--- config.mk ---
export PLATFORM = sky130hd
export DESIGN_NAME = tdc_cmd_rx
export DESIGN_NICKNAME = d
export VERILOG_FILES = /design/src/rtl/tdc_cmd_rx_pkg.sv /design/src/rtl/tdc_cmd_rx_uart.sv /design/src/rtl/tdc_cmd_rx.sv
export SDC_FILE = /design/constraint.sdc
export NUM_CORES = 1
export LEC_CHECK = 0
export CORE_MARGIN = 2
export CORE_UTILIZATION = 50
export DETAILED_ROUTE_END_ITERATION = 12
export HOLD_SLACK_MARGIN = 0.02
export PLACE_DENSITY = 0.72
export RECOVER_POWER = 50
export SLEW_MARGIN = 20
export SYNTH_ARGS = -nofsm -noshare
export SYNTH_HDL_FRONTEND = slang
export SYNTH_SLANG_ARGS = --single-unit
--- constraint.sdc ---
create_clock -name clk10m -period 5.2 [get_ports clk10m]
set_clock_uncertainty 0.15 [all_clocks]
set_input_delay 1.56 -clock clk10m [delete_from_list [all_inputs] [get_ports clk10m]]
set_output_delay 1.56 -clock clk10m [all_outputs]
set_load 0.1 [all_outputs]
--- src/rtl/tdc_cmd_rx_pkg.sv ---
// Shared definitions for the MCU->FPGA command path: opcodes, FSM state types
// and the bit-period computation used by the receiver and the parser timeout.
package tdc_cmd_rx_pkg;

    localparam logic [7:0] OP_SEL  = 8'h53;  // 'S'
    localparam logic [7:0] OP_AUTO = 8'h41;  // 'A'
    localparam logic [7:0] OP_CAP  = 8'h43;  // 'C'

    typedef enum logic [2:0] {
        RX_IDLE,
        RX_START,
        RX_DATA,
        RX_STOP,
        RX_BREAK
    } rx_state_e;

    typedef enum logic {
        P_WAIT_OP,
        P_WAIT_ARG
    } parse_state_e;

    // Clocks per bit, rounded to nearest.
    function automatic int clks_per_bit(input int clk_hz, input int baud);
        return (clk_hz + baud / 2) / baud;
    endfunction

    function automatic logic is_opcode(input logic [7:0] b);
        return (b == OP_SEL) || (b == OP_AUTO) || (b == OP_CAP);
    endfunction

endpackage

--- src/rtl/tdc_cmd_rx_uart.sv ---
// 8N1 UART receiver: 2-flop synchroniser, mid-bit sampling FSM, registered
// byte/valid/framing-error outputs.
module uart_rx_8n1
    import tdc_cmd_rx_pkg::*;
#(
    parameter int CLKS_PER_BIT = 87
) (
    input  logic       clk10m,
    input  logic       rst,
    input  logic       rxd,
    output logic [7:0] rx_byte,
    output logic       rx_valid,
    output logic       frame_err
);

    localparam int HALF_CLKS = (CLKS_PER_BIT / 2 > 0) ? CLKS_PER_BIT / 2 : 1;
    localparam int CNT_W     = $clog2(CLKS_PER_BIT + 1);
    localparam logic [CNT_W-1:0] BIT_LAST  = CNT_W'(CLKS_PER_BIT - 1);
    localparam logic [CNT_W-1:0] HALF_LAST = CNT_W'(HALF_CLKS - 1);
    localparam logic [CNT_W-1:0] CNT_ONE   = CNT_W'(1);

    rx_state_e        state_q, state_d;
    logic [CNT_W-1:0] cnt_q, cnt_d;
    logic [2:0]       bit_cnt_q, bit_cnt_d;
    logic [7:0]       shift_q, shift_d;
    logic [7:0]       byte_q, byte_d;
    logic             valid_q, valid_d;
    logic             ferr_q, ferr_d;
    logic             sync1_q, rs_q, rs_prev_q;

    wire fall = rs_prev_q & ~rs_q;

    // NOTE: sequential state uses non-blocking assignments only, so every flop
    // samples the pre-edge value of its inputs regardless of statement order.
    always_ff @(posedge clk10m) begin
        if (rst) begin
            sync1_q   <= 1'b1;
            rs_q      <= 1'b1;
            rs_prev_q <= 1'b1;
            state_q   <= RX_IDLE;
            cnt_q     <= '0;
            bit_cnt_q <= '0;
            shift_q   <= '0;
            byte_q    <= '0;
            valid_q   <= 1'b0;
            ferr_q    <= 1'b0;
        end else begin
            sync1_q   <= rxd;
            rs_q      <= sync1_q;
            rs_prev_q <= rs_q;
            state_q   <= state_d;
            cnt_q     <= cnt_d;
            bit_cnt_q <= bit_cnt_d;
            shift_q   <= shift_d;
            byte_q    <= byte_d;
            valid_q   <= valid_d;
            ferr_q    <= ferr_d;
        end
    end

    // NOTE: every variable gets a default before the case, so no path can
    // leave one unassigned and infer a latch.
    always_comb begin
        state_d   = state_q;
        cnt_d     = cnt_q;
        bit_cnt_d = bit_cnt_q;
        shift_d   = shift_q;
        byte_d    = byte_q;
        valid_d   = 1'b0;
        ferr_d    = 1'b0;
        unique case (state_q)
            RX_IDLE: begin
                if (fall) begin
                    state_d   = RX_START;
                    cnt_d     = '0;
                    bit_cnt_d = '0;
                end
            end
            RX_START: begin
                if (cnt_q == HALF_LAST) begin
                    cnt_d   = '0;
                    state_d = rs_q ? RX_IDLE : RX_DATA;
                end else begin
                    cnt_d = cnt_q + CNT_ONE;
                end
            end
            RX_DATA: begin
                if (cnt_q == BIT_LAST) begin
                    cnt_d   = '0;
                    shift_d = {rs_q, shift_q[7:1]};
                    if (bit_cnt_q == 3'd7) state_d = RX_STOP;
                    else bit_cnt_d = bit_cnt_q + 3'd1;
                end else begin
                    cnt_d = cnt_q + CNT_ONE;
                end
            end
            RX_STOP: begin
                if (cnt_q == BIT_LAST) begin
                    cnt_d = '0;
                    if (rs_q) begin
                        byte_d  = shift_q;
                        valid_d = 1'b1;
                        state_d = RX_IDLE;
                    end else begin
                        ferr_d  = 1'b1;
                        state_d = RX_BREAK;
                    end
                end else begin
                    cnt_d = cnt_q + CNT_ONE;
                end
            end
            RX_BREAK: begin
                // Hold off until the line returns high so a long low level
                // cannot be mistaken for a new start bit.
                if (rs_q) state_d = RX_IDLE;
            end
            default: state_d = RX_IDLE;
        endcase
    end

    assign rx_byte   = byte_q;
    assign rx_valid  = valid_q;
    assign frame_err = ferr_q;

endmodule

--- src/rtl/tdc_cmd_rx.sv ---
// Inbound command path: UART receiver plus 2-byte opcode/argument parser that
// programs the TDC tap-select and capture-enable controls.
module tdc_cmd_rx
    import tdc_cmd_rx_pkg::*;
#(
    parameter int CLK_HZ       = 10_000_000,
    parameter int BAUD         = 115200,
    parameter int SEL_W        = 5,
    parameter int TIMEOUT_BITS = 40
) (
    input  logic             clk10m,
    input  logic             rst,
    input  logic             rxd,
    output logic [7:0]       rx_byte,
    output logic             rx_valid,
    output logic             frame_err,
    output logic             cmd_err,
    output logic [SEL_W-1:0] sel_out,
    output logic             sel_auto,
    output logic             cap_en
);

    localparam int CPB     = clks_per_bit(CLK_HZ, BAUD);
    localparam int TO_CLKS = TIMEOUT_BITS * CPB;
    localparam int TO_W    = $clog2(TO_CLKS + 1);
    localparam logic [TO_W-1:0] TO_LAST = TO_W'(TO_CLKS - 1);
    localparam logic [TO_W-1:0] TO_ONE  = TO_W'(1);

    uart_rx_8n1 #(.CLKS_PER_BIT(CPB)) u_rx (
        .clk10m    (clk10m),
        .rst       (rst),
        .rxd       (rxd),
        .rx_byte   (rx_byte),
        .rx_valid  (rx_valid),
        .frame_err (frame_err)
    );

    parse_state_e     pstate_q, pstate_d;
    logic [7:0]       op_q, op_d;
    logic [TO_W-1:0]  to_cnt_q, to_cnt_d;
    logic [SEL_W-1:0] sel_q, sel_d;
    logic             auto_q, auto_d;
    logic             cap_q, cap_d;
    logic             cerr_q, cerr_d;

    always_ff @(posedge clk10m) begin
        if (rst) begin
            pstate_q <= P_WAIT_OP;
            op_q     <= '0;
            to_cnt_q <= '0;
            sel_q    <= '0;
            auto_q   <= 1'b1;
            cap_q    <= 1'b1;
            cerr_q   <= 1'b0;
        end else begin
            pstate_q <= pstate_d;
            op_q     <= op_d;
            to_cnt_q <= to_cnt_d;
            sel_q    <= sel_d;
            auto_q   <= auto_d;
            cap_q    <= cap_d;
            cerr_q   <= cerr_d;
        end
    end

    always_comb begin
        pstate_d = pstate_q;
        op_d     = op_q;
        to_cnt_d = to_cnt_q;
        sel_d    = sel_q;
        auto_d   = auto_q;
        cap_d    = cap_q;
        cerr_d   = 1'b0;
        unique case (pstate_q)
            P_WAIT_OP: begin
                if (rx_valid) begin
                    if (is_opcode(rx_byte)) begin
                        op_d     = rx_byte;
                        to_cnt_d = '0;
                        pstate_d = P_WAIT_ARG;
                    end else begin
                        cerr_d = 1'b1;
                    end
                end
            end
            P_WAIT_ARG: begin
                // An argument arriving on the expiry cycle still applies.
                if (rx_valid) begin
                    pstate_d = P_WAIT_OP;
                    case (op_q)
                        OP_SEL: begin
                            sel_d  = rx_byte[SEL_W-1:0];
                            auto_d = 1'b0;
                        end
                        OP_AUTO: auto_d = rx_byte[0];
                        OP_CAP:  cap_d  = rx_byte[0];
                        default: ;
                    endcase
                end else if (to_cnt_q == TO_LAST) begin
                    cerr_d   = 1'b1;
                    pstate_d = P_WAIT_OP;
                end else begin
                    to_cnt_d = to_cnt_q + TO_ONE;
                end
            end
            default: pstate_d = P_WAIT_OP;
        endcase
    end

    assign cmd_err  = cerr_q;
    assign sel_out  = sel_q;
    assign sel_auto = auto_q;
    assign cap_en   = cap_q;

endmodule
==> impl_metrics.py <==
metrics = {
    "status": {
        "status": "completed",
    },
    "logic_synthesis": {
        "synth-edff-count": 0,
        "synthFlopType": "dfxtp_1",
        "ys_async_sr_fraction_pct": 0,
        "yosysUniqueCellTypes": 57,
        "synth_fa_ha_area_share_pct": 2.17,
        "syn_nets": 322,
        "ys_ff_latch": 63,
        "synth_area_sq_mm": 0.00289,
        "synthCells": 314,
        "seq_area_frac_synth_pct": 43.7,
        "yosys_warnings": 0,
        "syn-mean-instance-area_sq_um": 9.19,
        "synth_simple_gate_area_share_pct": 25.5,
        "synth_compound_gate_area_share_pct": 14.9,
        "synthMuxAreaShare_pct": 9.71,
        "synth_top_family_by_area": "simple AND/OR/NAND/NOR gates",
        "synth_xor_xnor_area_share_pct": 0,
    },
    "clocking": {
        "ctsRootBufferMaster": "clkbuf_8",
        "clock_sinks": 63,
        "cts.clk_slew.worst_paths_ps": 70,
        "clock_latency_ps": 340,
        "clock_path_buffers": 2,
        "ctsHoldBuffers": 0,
        "postCtsSetupBuffers": 0,
        "cts_resized": 0,
        "htreeDepth": 3,
        "cts_made_buffers": 9,
        "cts_tree": "built",
    },
    "timing": {
        "post-route-min-period_ps": 3650,
        "tns_ps": 0,
        "max_slew_margin_pct": 34.2,
        "hold_viol": 0,
        "setup_viol_count_final": 0,
        "worst_slack_ps": 1550,
        "slew_violations": 0,
        "max_freq_mhz": 274,
        "fin_crit_sh_pct": 70.2,
        "hold-worst-slack_ps": 272,
        "tightest_slew_ps": 984,
        "rsz0062_at_grt": "no",
    },
    "layout": {
        "final_core_util_pct": 60.6,
        "post_route_cells_drive_above_1_share_pct": 11.3,
        "fin_cells": 409,
        "diodes": 0,
        "postLayoutCellArea_sq_mm": 0.00336,
        "area_growth_pct": 16.4,
        "fillers": 463,
        "final_nets": 340,
    },
    "setup_path": {
        "path_cells": "clkdlybuf4s50_1",
        "arrival_ps": 1940,
        "reg2reg_setup_slack_ps": 2830,
        "end_kind": "output port",
        "worst-setup-path-type": "reg -> out",
        "r2r-start": "u_rx.rx_byte[2]$_SDFFE_PP0P_",
        "required_ps": 3490,
        "path_depth": 1,
        "critical_path_buf_inv_count": 1,
        "slowest_stage": "clkdlybuf4s50_1",
        "worstRegToRegCells": 4,
        "start_kind": "flop",
        "worstReg2RegEnd": "op_q[2]$_SDFFE_PP0P_",
        "critPathMaxStageDelay_ps": 1170,
        "crit_start": "u_rx.rx_byte[0]$_SDFFE_PP0P_",
        "critPathMaxFanout": 6,
        "crit_family": "buffers and inverters",
    },
    "drt": {
        "drt_wl_total_microns": 5850,
        "detail-route-antenna-nets": 0,
        "avgRoutedWirePerCell_microns": 14.3,
        "vias": 2336,
        "avgViaCountPerCell": 5.71,
        "drc": 0,
        "first_pass_iters": 5,
        "drtIter0Drc": 110,
    },
    "global_route": {
        "use_met3_pct": 6.90,
        "grt_max_degree": 40,
        "antenna_found_initial": 0,
        "grt.total_usage_pct": 20.1,
        "grt_first_pass_wirelength_microns": 10000,
        "grt_use_met2_pct": 32.4,
        "grt_pass1_vias": 2145,
        "top_usage_layer": "met2",
        "met1_usage_pct": 25.1,
        "grt_overflow": 0,
    },
    "placed_design": {
        "gp_congestion": 0.807,
        "place_ws_ps": 1340,
        "dp.cells": 393,
        "hpwl_microns": 3890,
        "port_buffers": 20,
        "place_area_sq_mm": 0.00312,
    },
    "power": {
        "combPwrFrac_pct": 2.3,
        "switching_share_pct": 21.2,
        "leakage_nw": 1.20,
        "seq_power_share_pct": 47.2,
        "p_sw_uw": 219,
        "power_mw": 1.03,
        "ir_worst_vdd_mv": 0.195,
        "p_clk_share_pct": 50.5,
        "powerDensity_mw_per_mm2": 307,
        "internal-power_uw": 811,
    },
    "floorplanning": {
        "die_h_microns": 80.0,
        "die-area_sq_mm": 0.00640,
        "ioPinCount": 21,
        "fp.dieW_microns": 80.0,
        "rows": 27,
        "initial_utilization_pct": 52.1,
        "design.core.area_sq_mm": 0.00554,
    },
    "hold_path": {
        "hold_path_end": "u_rx.rs_q$_SDFF_PP1_",
        "worstHoldStart": "u_rx.sync1_q$_SDFF_PP1_",
        "whs_path_depth": 1,
        "hp-class": "reg -> reg",
    },
    "job": {
        "drv_cap": 0,
    },
}
==> final cells by class <==
class | count | area [sq um] | area share, %
flip-flops and latches | 63 | 1260 | 37.5
multi-input cells | 225 | 1510 | 44.9
well taps | 72 | 90.1 | 2.68
inverters | 11 | 41.3 | 1.23
clock inverters | 7 | 120 | 3.58
clock buffers | 9 | 124 | 3.69
repair buffers | 22 | 215 | 6.41
==> power by group through the flow <==
stage | logic, mW | clock network (mW) | registers [mW]
after detailed placement | 0.0237 | 0 | 0.498
after global routing | 0.0263 | 0.554 | 0.487
after floorplan | 0.0185 | 0 | 0.496
after global placement | 0.0232 | 0 | 0.498
final | 0.0234 | 0.520 | 0.486
after CTS | 0.0237 | 0.531 | 0.486
==> cell usage after synthesis (3+ instances only) <==
cell | instances | area, sq um
and3_1 | 3 | 18.8
nor3_1 | 3 | 15.0
nand4_1 | 4 | 25.0
a211o_1 | 3 | 26.3
a31oi_1 | 5 | 31.3
o2111ai_1 | 4 | 35.0
o211ai_1 | 4 | 30.0
nand2_1 | 35 | 131
o21ai_0 | 4 | 20.0
dfxtp_1 | 63 | 1260
nor2b_1 | 3 | 18.8
nand3_1 | 24 | 120
nand2b_1 | 4 | 25.0
nor2_1 | 23 | 86.3
and2_1 | 6 | 37.5
clkbuf_1 | 11 | 41.3
mux2i_1 | 28 | 280
or2_2 | 4 | 25.0
o311ai_0 | 4 | 35.0
a21oi_1 | 14 | 70.1
inv_1 | 10 | 37.5
nand3b_1 | 3 | 22.5
ha_1 | 5 | 62.6
==> per-layer routing <==
metal  vias to the layer above  part of all wire (%)
met3                         5                   2.5
met4                         0                  0.92
met5                         -                     0
li1                       1185                     -
met2                        25                    49
met1                      1121                    48
==> placed cells by master (no fill, tap or decap), types with 2 or more instances in the layout <==
cell             instances
and3_1                   3
nand3_1                 24
o31a_2                   2
nand4_1                  4
nor4_1                   2
nand2b_1                 4
or4_2                    2
o311ai_0                 4
a41oi_1                  2
ha_1                     5
a21oi_1                 14
nor4bb_1                 2
clkbuf_8                 9
and4_1                   2
nor2_1                  23
or2_2                    4
buf_4                    2
nand2_1                 35
o21ai_0                  4
mux2i_1                 28
nor4b_1                  2
dfxtp_1                 63
and2b_2                  2
bufinv_16                3
and3_2                   2
o31ai_1                  2
o2111ai_1                4
a31oi_1                  5
nor3_1                   3
nor2b_1                  3
clkdlybuf4s50_1         19
nand4b_1                 2
o211ai_1                 4
inv_1                   10
or4_1                    2
nand3b_1                 3
and2_1                   6
a211o_1                  3
==> flip-flops by register name, summed over array words and instances (netlist names) <==
name,flops
u_rx.rs_prev_q,1
u_rx.sync1_q,1
pstate_q,1
u_rx.shift_q,8
sel_out,5
u_rx.rs_q,1
to_cnt_q,12
u_rx.rx_valid,1
op_q,8
cmd_err,1
u_rx.rx_byte,8
u_rx.state_q,3
u_rx.cnt_q,7
u_rx.frame_err,1
cap_en,1
u_rx.bit_cnt_q,3
sel_auto,1
==> worst max-delay path by stage <==
stage                                       endpoint  slack (ps)
after detailed placement  u_rx.cnt_q[2]$_SDFFE_PP0P_        1340
final                                     rx_byte[0]        1550
after global routing      u_rx.cnt_q[4]$_SDFFE_PP0P_        1420
after floorplan                           rx_byte[0]        2510
after global placement    u_rx.cnt_q[2]$_SDFFE_PP0P_        1420
after CTS                                 rx_byte[0]        1520
==> cells by family (layout without fill, tap and decap cells) <==
group,count (synthesis),after routing
compound gates,56,56
fa+ha+maj,5,5
buf+inv,26,49
mux,28,28
simple gates,136,136
flops,63,63
(Power assumes the default switching activity.)
